File: config.mk
export PLATFORM = sky130hd
export DESIGN_NAME = mem_stage
export DESIGN_NICKNAME = d
export VERILOG_FILES = /design/src/rtl/mem_stage.sv
export SDC_FILE = /design/constraint.sdc
export NUM_CORES = 1
export LEC_CHECK = 0
export CORE_MARGIN = 4
export CORE_UTILIZATION = 43
export DETAILED_ROUTE_END_ITERATION = 12
export GPL_TIMING_DRIVEN = 0
export HOLD_SLACK_MARGIN = 0.12
export PLACE_DENSITY = 0.84
export SKIP_CTS_REPAIR_TIMING = 1
export SLEW_MARGIN = 20
export SYNTH_ARGS = -nofsm -noshare
export SYNTH_HDL_FRONTEND = slang
export SYNTH_SLANG_ARGS = --single-unit
File: constraint.sdc
create_clock -name clk -period 1.7 [get_ports clk]
set_clock_uncertainty 0.15 [all_clocks]
set_input_delay 0.17 -clock clk [delete_from_list [all_inputs] [get_ports clk]]
set_output_delay 0.17 -clock clk [all_outputs]
set_load 0.03 [all_outputs]
File: src/rtl/mem_stage.sv
// Memory-access stage: EX/MEM bundle in, MEM/WB register out, load/store over a valid/ready data bus.
// Optional misaligned-access trap is enabled by defining MEM_MISALIGN_TRAP_EN.
module mem_stage (
  input  logic        clk,
  input  logic        rst,
  input  logic        ex_valid,
  input  logic [31:0] alu_result,
  input  logic [31:0] rs2_data,
  input  logic        mem_read,
  input  logic        mem_write,
  input  logic [2:0]  funct3,
  input  logic [4:0]  rd,
  input  logic        reg_write,
  input  logic        mem_to_reg,
  output logic        mem_stall,
  output logic        dmem_req,
  output logic        dmem_we,
  output logic [31:0] dmem_addr,
  output logic [31:0] dmem_wdata,
  output logic [3:0]  dmem_wstrb,
  input  logic        dmem_ready,
  input  logic [31:0] dmem_rdata,
  output logic        wb_valid,
  output logic        wb_reg_write,
  output logic        wb_mem_to_reg,
  output logic [31:0] wb_alu_result,
  output logic [31:0] wb_mem_data,
  output logic [4:0]  wb_rd,
  output logic        wb_misalign
);

  typedef enum logic {S_IDLE, S_WAIT} state_t;

  // Bundle fields kept across the WAIT phase for building the MEM/WB entry.
  typedef struct packed {
    logic [31:0] alu;
    logic [2:0]  funct3;
    logic        load;
    logic [4:0]  rd;
    logic        reg_write;
    logic        mem_to_reg;
  } req_t;

  state_t      state, state_n;
  req_t        req_q;
  logic        is_mem, trap;
  logic        accept_mem, pass, complete;
  logic [31:0] st_wdata, ld_data;
  logic [3:0]  st_wstrb;
  logic [7:0]  ld_byte;
  logic [15:0] ld_half;

  assign is_mem = mem_read | mem_write;

`ifdef MEM_MISALIGN_TRAP_EN
  logic misalign;
  assign misalign = ((funct3[1:0] == 2'b01) & alu_result[0]) |
                    ((funct3 == 3'b010) & (alu_result[1:0] != 2'b00));
  assign trap     = is_mem & misalign;
`else
  assign trap     = 1'b0;
`endif

  always_ff @(posedge clk) begin
    if (rst) state <= S_IDLE;
    else     state <= state_n;
  end

  always_comb begin
    state_n    = state;
    mem_stall  = 1'b0;
    dmem_req   = 1'b0;
    accept_mem = 1'b0;
    pass       = 1'b0;
    complete   = 1'b0;
    case (state)
      S_IDLE: begin
        if (ex_valid) begin
          if (is_mem && !trap) begin
            accept_mem = 1'b1;
            mem_stall  = 1'b1;
            state_n    = S_WAIT;
          end else begin
            pass = 1'b1;
          end
        end
      end
      S_WAIT: begin
        dmem_req  = 1'b1;
        mem_stall = !dmem_ready;
        if (dmem_ready) begin
          complete = 1'b1;
          state_n  = S_IDLE;
        end
      end
      default: state_n = S_IDLE;
    endcase
  end

  // Store lanes are replicated so the strobe alone selects the target bytes.
  always_comb begin
    st_wdata = rs2_data;
    st_wstrb = 4'b1111;
    case (funct3[1:0])
      2'b00: begin
        st_wdata = {4{rs2_data[7:0]}};
        st_wstrb = 4'b0001 << alu_result[1:0];
      end
      2'b01: begin
        st_wdata = {2{rs2_data[15:0]}};
        st_wstrb = 4'b0011 << {alu_result[1], 1'b0};
      end
      default: begin
        st_wdata = rs2_data;
        st_wstrb = 4'b1111;
      end
    endcase
  end

  always_comb begin
    ld_byte = dmem_rdata[7:0];
    case (req_q.alu[1:0])
      2'b00:   ld_byte = dmem_rdata[7:0];
      2'b01:   ld_byte = dmem_rdata[15:8];
      2'b10:   ld_byte = dmem_rdata[23:16];
      default: ld_byte = dmem_rdata[31:24];
    endcase
    ld_half = req_q.alu[1] ? dmem_rdata[31:16] : dmem_rdata[15:0];
    case (req_q.funct3)
      3'b000:  ld_data = {{24{ld_byte[7]}}, ld_byte};
      3'b100:  ld_data = {24'h0, ld_byte};
      3'b001:  ld_data = {{16{ld_half[15]}}, ld_half};
      3'b101:  ld_data = {16'h0, ld_half};
      default: ld_data = dmem_rdata;
    endcase
  end

  always_ff @(posedge clk) begin
    if (rst) begin
      req_q         <= '0;
      dmem_we       <= 1'b0;
      dmem_addr     <= 32'h0;
      dmem_wdata    <= 32'h0;
      dmem_wstrb    <= 4'h0;
      wb_valid      <= 1'b0;
      wb_reg_write  <= 1'b0;
      wb_mem_to_reg <= 1'b0;
      wb_alu_result <= 32'h0;
      wb_mem_data   <= 32'h0;
      wb_rd         <= 5'h0;
    end else begin
      if (accept_mem) begin
        req_q <= '{alu: alu_result, funct3: funct3, load: mem_read, rd: rd,
                   reg_write: reg_write, mem_to_reg: mem_to_reg};
        // read+write together is a load: no strobes, no write enable
        dmem_we    <= mem_write & !mem_read;
        dmem_addr  <= {alu_result[31:2], 2'b00};
        dmem_wdata <= st_wdata;
        dmem_wstrb <= mem_read ? 4'h0 : st_wstrb;
      end
      if (pass) begin
        wb_valid      <= 1'b1;
        wb_reg_write  <= reg_write & !trap;
        wb_mem_to_reg <= mem_to_reg;
        wb_alu_result <= alu_result;
        wb_mem_data   <= 32'h0;
        wb_rd         <= rd;
      end else if (complete) begin
        wb_valid      <= 1'b1;
        wb_reg_write  <= req_q.reg_write;
        wb_mem_to_reg <= req_q.mem_to_reg;
        wb_alu_result <= req_q.alu;
        wb_mem_data   <= req_q.load ? ld_data : 32'h0;
        wb_rd         <= req_q.rd;
      end else begin
        wb_valid      <= 1'b0;
        wb_reg_write  <= 1'b0;
        wb_mem_to_reg <= 1'b0;
        wb_alu_result <= 32'h0;
        wb_mem_data   <= 32'h0;
        wb_rd         <= 5'h0;
      end
    end
  end

`ifdef MEM_MISALIGN_TRAP_EN
  always_ff @(posedge clk) begin
    if (rst) wb_misalign <= 1'b0;
    else     wb_misalign <= pass & trap;
  end
`else
  assign wb_misalign = 1'b0;
`endif

endmodule

==> flow_summary_export.csv <==
group,metric,value,unit
critical_path,critical_path_arrival,1.46,ns
floorplan,die_w,127,um
clock_tree,max-clock-path-buffers,2,
clock_tree,cts_buffers,17,
critical_path,crit_path_start_kind,"primary input",
power_and_ir_drop,power_frac_comb,18.0,%
critical_path,path_class,"in2out",
power_and_ir_drop,powerDensity,912,nW/um^2
routing,dr_wl_met3,1910,um
floorplan,initial_utilization,43.9,%
critical_path,critPathMaxFanout,9,
timing,maxSlewHeadroom,61.3,%
placement,gp_congestion,0.875,
critical_path,worstPathRequired,1.38,ns
timing,tns,-0.0783,ns
yosys,synth_area,6100,um^2
final_layout,regMostFlops,"req_q",
floorplan,die_area,16200,um^2
hold_path,worst_hold_startpoint,"funct3[1]",
critical_path,r2r_slack,0,ns
final_layout,layout_commonest_cell,"nand2_1",
clock_tree,path_clk_slew,0.06,ns
critical_path,endpoint_kind,"output pin",
timing,worst_pin_slew,0.581,ns
critical_path,worstPathCellList,"clkdlybuf4s50_1, o21ai_4, o21ai_1, buf_4",
placement,dp_hpwl,15500,um
global_route,antenna_found_initial,0,
timing,rsz0062_at_grt,"true",
power_and_ir_drop,netSwitchingPower,2.42,mW
routing,firstDrtPassIters,5,
yosys,ys_ff_latch,153,
critical_path,r2r_start,"req_q[12]$_SDFFE_PP0P_",
routing,wl_met1,8400,um
power_and_ir_drop,internal-power,6.61,mW
power_and_ir_drop,vdd_drop_max,633,uV
run,max-cap-violations,0,
clock_tree,htree_levels,4,
timing,fmax,0.562,GHz
yosys,syn_inst,724,
routing,routed.top_layer,"met4",
timing,period_share,105,%
floorplan,pin_count,256,
hold_path,min_to,"dmem_wdata[16]$_SDFFE_PP0P_",
critical_path,cpPeakStageDelay,0.54,ns
power_and_ir_drop,power.sequential.fraction,42.3,%
global_route,grt.total_usage,25.1,%
power_and_ir_drop,swShare,26.8,%
clock_tree,cts.sinks,153,
routing,drcViolationCount,0,
yosys,yosys_warnings,0,
hold_path,holdPathStages,3,
power_and_ir_drop,fin_total_pwr,9.03,mW
clock_tree,cts-root-buf,"clkbuf_16",
global_route,grt_pass1_wl,32000,um
power_and_ir_drop,p_clk_share,39.7,%
outcome,violations,"negative setup slack",
final_layout,final_nets,1113,
timing,setup_ws,-0.0783,ns
critical_path,r2r_cells,6,
critical_path,rr_endpoint,"wb_mem_data[13]$_SDFF_PP0_",
routing,drt_iter0_markers,498,
routing,wl_per_cell,18.3,um
floorplan,die_y,127,um
power_and_ir_drop,leakage,6.05,nW
clock_tree,tritoncts,"done",
outcome,status,"complete, but fails checks",
global_route,grt_pass1_vias,6097,
final_layout,largest_register_ffs,43,
placement,numPortBuffers,250,
critical_path,slowest_stage,"clkdlybuf4s50_1",
final_layout,antenna_cells,0,
timing,min_period,1.78,ns
global_route,grt_max_degree,17,
yosys,syn_area_per_cell,8.42,um^2
yosys,synth_seq_area_share,50.2,%
floorplan,rows,43,
final_layout,layout_common_cells,"nand2_1 (162), dfxtp_1 (152), dlymetal6s2s_1 (140)",
routing,ant_nets,0,
routing,viasPerCell,5.35,
global_route,overflow,0,
floorplan,fp.coreArea,13900,um^2
routing,wirelength,21800,um
hold_path,hp-class,"in2reg",
final_layout,drive_gt1_share,11.3,%
timing,hold_viol_final,0,
timing,drv_slew,0,
final_layout,syn2layout_area_growth,62.4,%
routing,num_vias,6377,
timing,setup_viol,1,
clock_tree,clk-insertion-delay-late,0.41,ns
yosys,ys_types,38,
routing,dr_wl_met2,10900,um
worst max-delay path, delay by kind of cell:
| family | cells | cell delay, ns |
|---|---|---|
| AO/OA/AOI/OAI | 2 | 0.54 |
| buffers and inverters | 2 | 0.74 |
cells in the mapped netlist, drive strengths merged:
cell    number  area [um^2]
nor2        67          259
mux2i       25          254
a21oi       88          444
inv         11         41.3
and3b        1         8.76
nor2b        4         25.0
nand3        1         5.00
nand2b       2         12.5
o21ai       31          159
a211oi       9         67.6
nor3b        1         7.51
o41ai        1         27.5
nand2      162          608
o211ai       1         7.51
conb         1         3.75
a221oi       7         67.6
buf         56          370
clkbuf      33          125
o221ai       7         61.3
dfxtp      153         3060
and2         1         6.26
a22oi       41          308
o22ai        7         43.8
nor4         1         12.5
a311oi       8         70.1
nand3b       1         7.51
a21o         1         7.51
nor3         3         25.0
cell families after synthesis:
group,after synthesis,share of synthesized area [%]
AND/OR/NAND/NOR,244,16.0
multiplexers,25,4.16
flip-flops,153,50.2
buffers and inverters,100,8.80
other,1,0.0615
AO/OA/AOI/OAI,201,20.7
stage by stage:
| step | hold slack (ns) | std cells | setup WS [ns] | utilization (%) | cell area, um^2 |
|---|---|---|---|---|---|
| floorplan | 0.117 | 726 | 0.0387 | - | 6110 |
| global placement | 0.289 | 1156 | -0.696 | 63.6 | 8830 |
| detailed placement | 0.297 | 1156 | -0.711 | 63.6 | 8830 |
| CTS | 0.0471 | 1185 | -0.826 | 67.6 | 9380 |
| global route | 0.130 | 1191 | -0.147 | 71.4 | 9900 |
| finish | 0.121 | 1191 | -0.0783 | 71.4 | 9900 |
final cells by class:
class / instances / area [um^2]
plain buffers: 89 / 533
repair buffers: 256 / 2900
clock inverters: 8 / 100
well taps: 180 / 225
inverters: 11 / 41.3
clock buffers: 21 / 450
multi-input cells: 473 / 2590
fillers: 1045 / 3980
flip-flops and latches: 153 / 3060
power groups by stage:
| stage | clock, mW | sequential [mW] | combinational (mW) |
|---|---|---|---|
| floorplan | 0 | 4.06 | 0.667 |
| global placement | 0 | 3.89 | 1.56 |
| detailed placement | 0 | 3.90 | 1.58 |
| CTS | 3.63 | 3.82 | 1.59 |
| global route | 3.78 | 3.84 | 1.73 |
| finish | 3.58 | 3.82 | 1.63 |
per-layer routing:
metal | global-route usage [%] | vias to the layer above
met5 | 0 | -
met4 | 9.78 | 0
met3 | 7.98 | 43
met2 | 42.3 | 311
met1 | 29.7 | 3031
li1 | - | 2992
how the worst max path moves through the flow:
stage / start / to / slack, ns / depth (start not counted)
after floorplan: state$_SDFF_PP0_ / wb_mem_data[10]$_SDFF_PP0_ / 0.04 / 6
after global placement: ex_valid / mem_stall / -0.70 / 5
after detailed placement: ex_valid / mem_stall / -0.71 / 5
after CTS: state$_SDFF_PP0_ / mem_stall / -0.83 / 4
after global routing: state$_SDFF_PP0_ / wb_alu_result[31]$_SDFF_PP0_ / -0.15 / 5
final: mem_read / mem_stall / -0.08 / 4
Power figures use the tool's default switching activity.
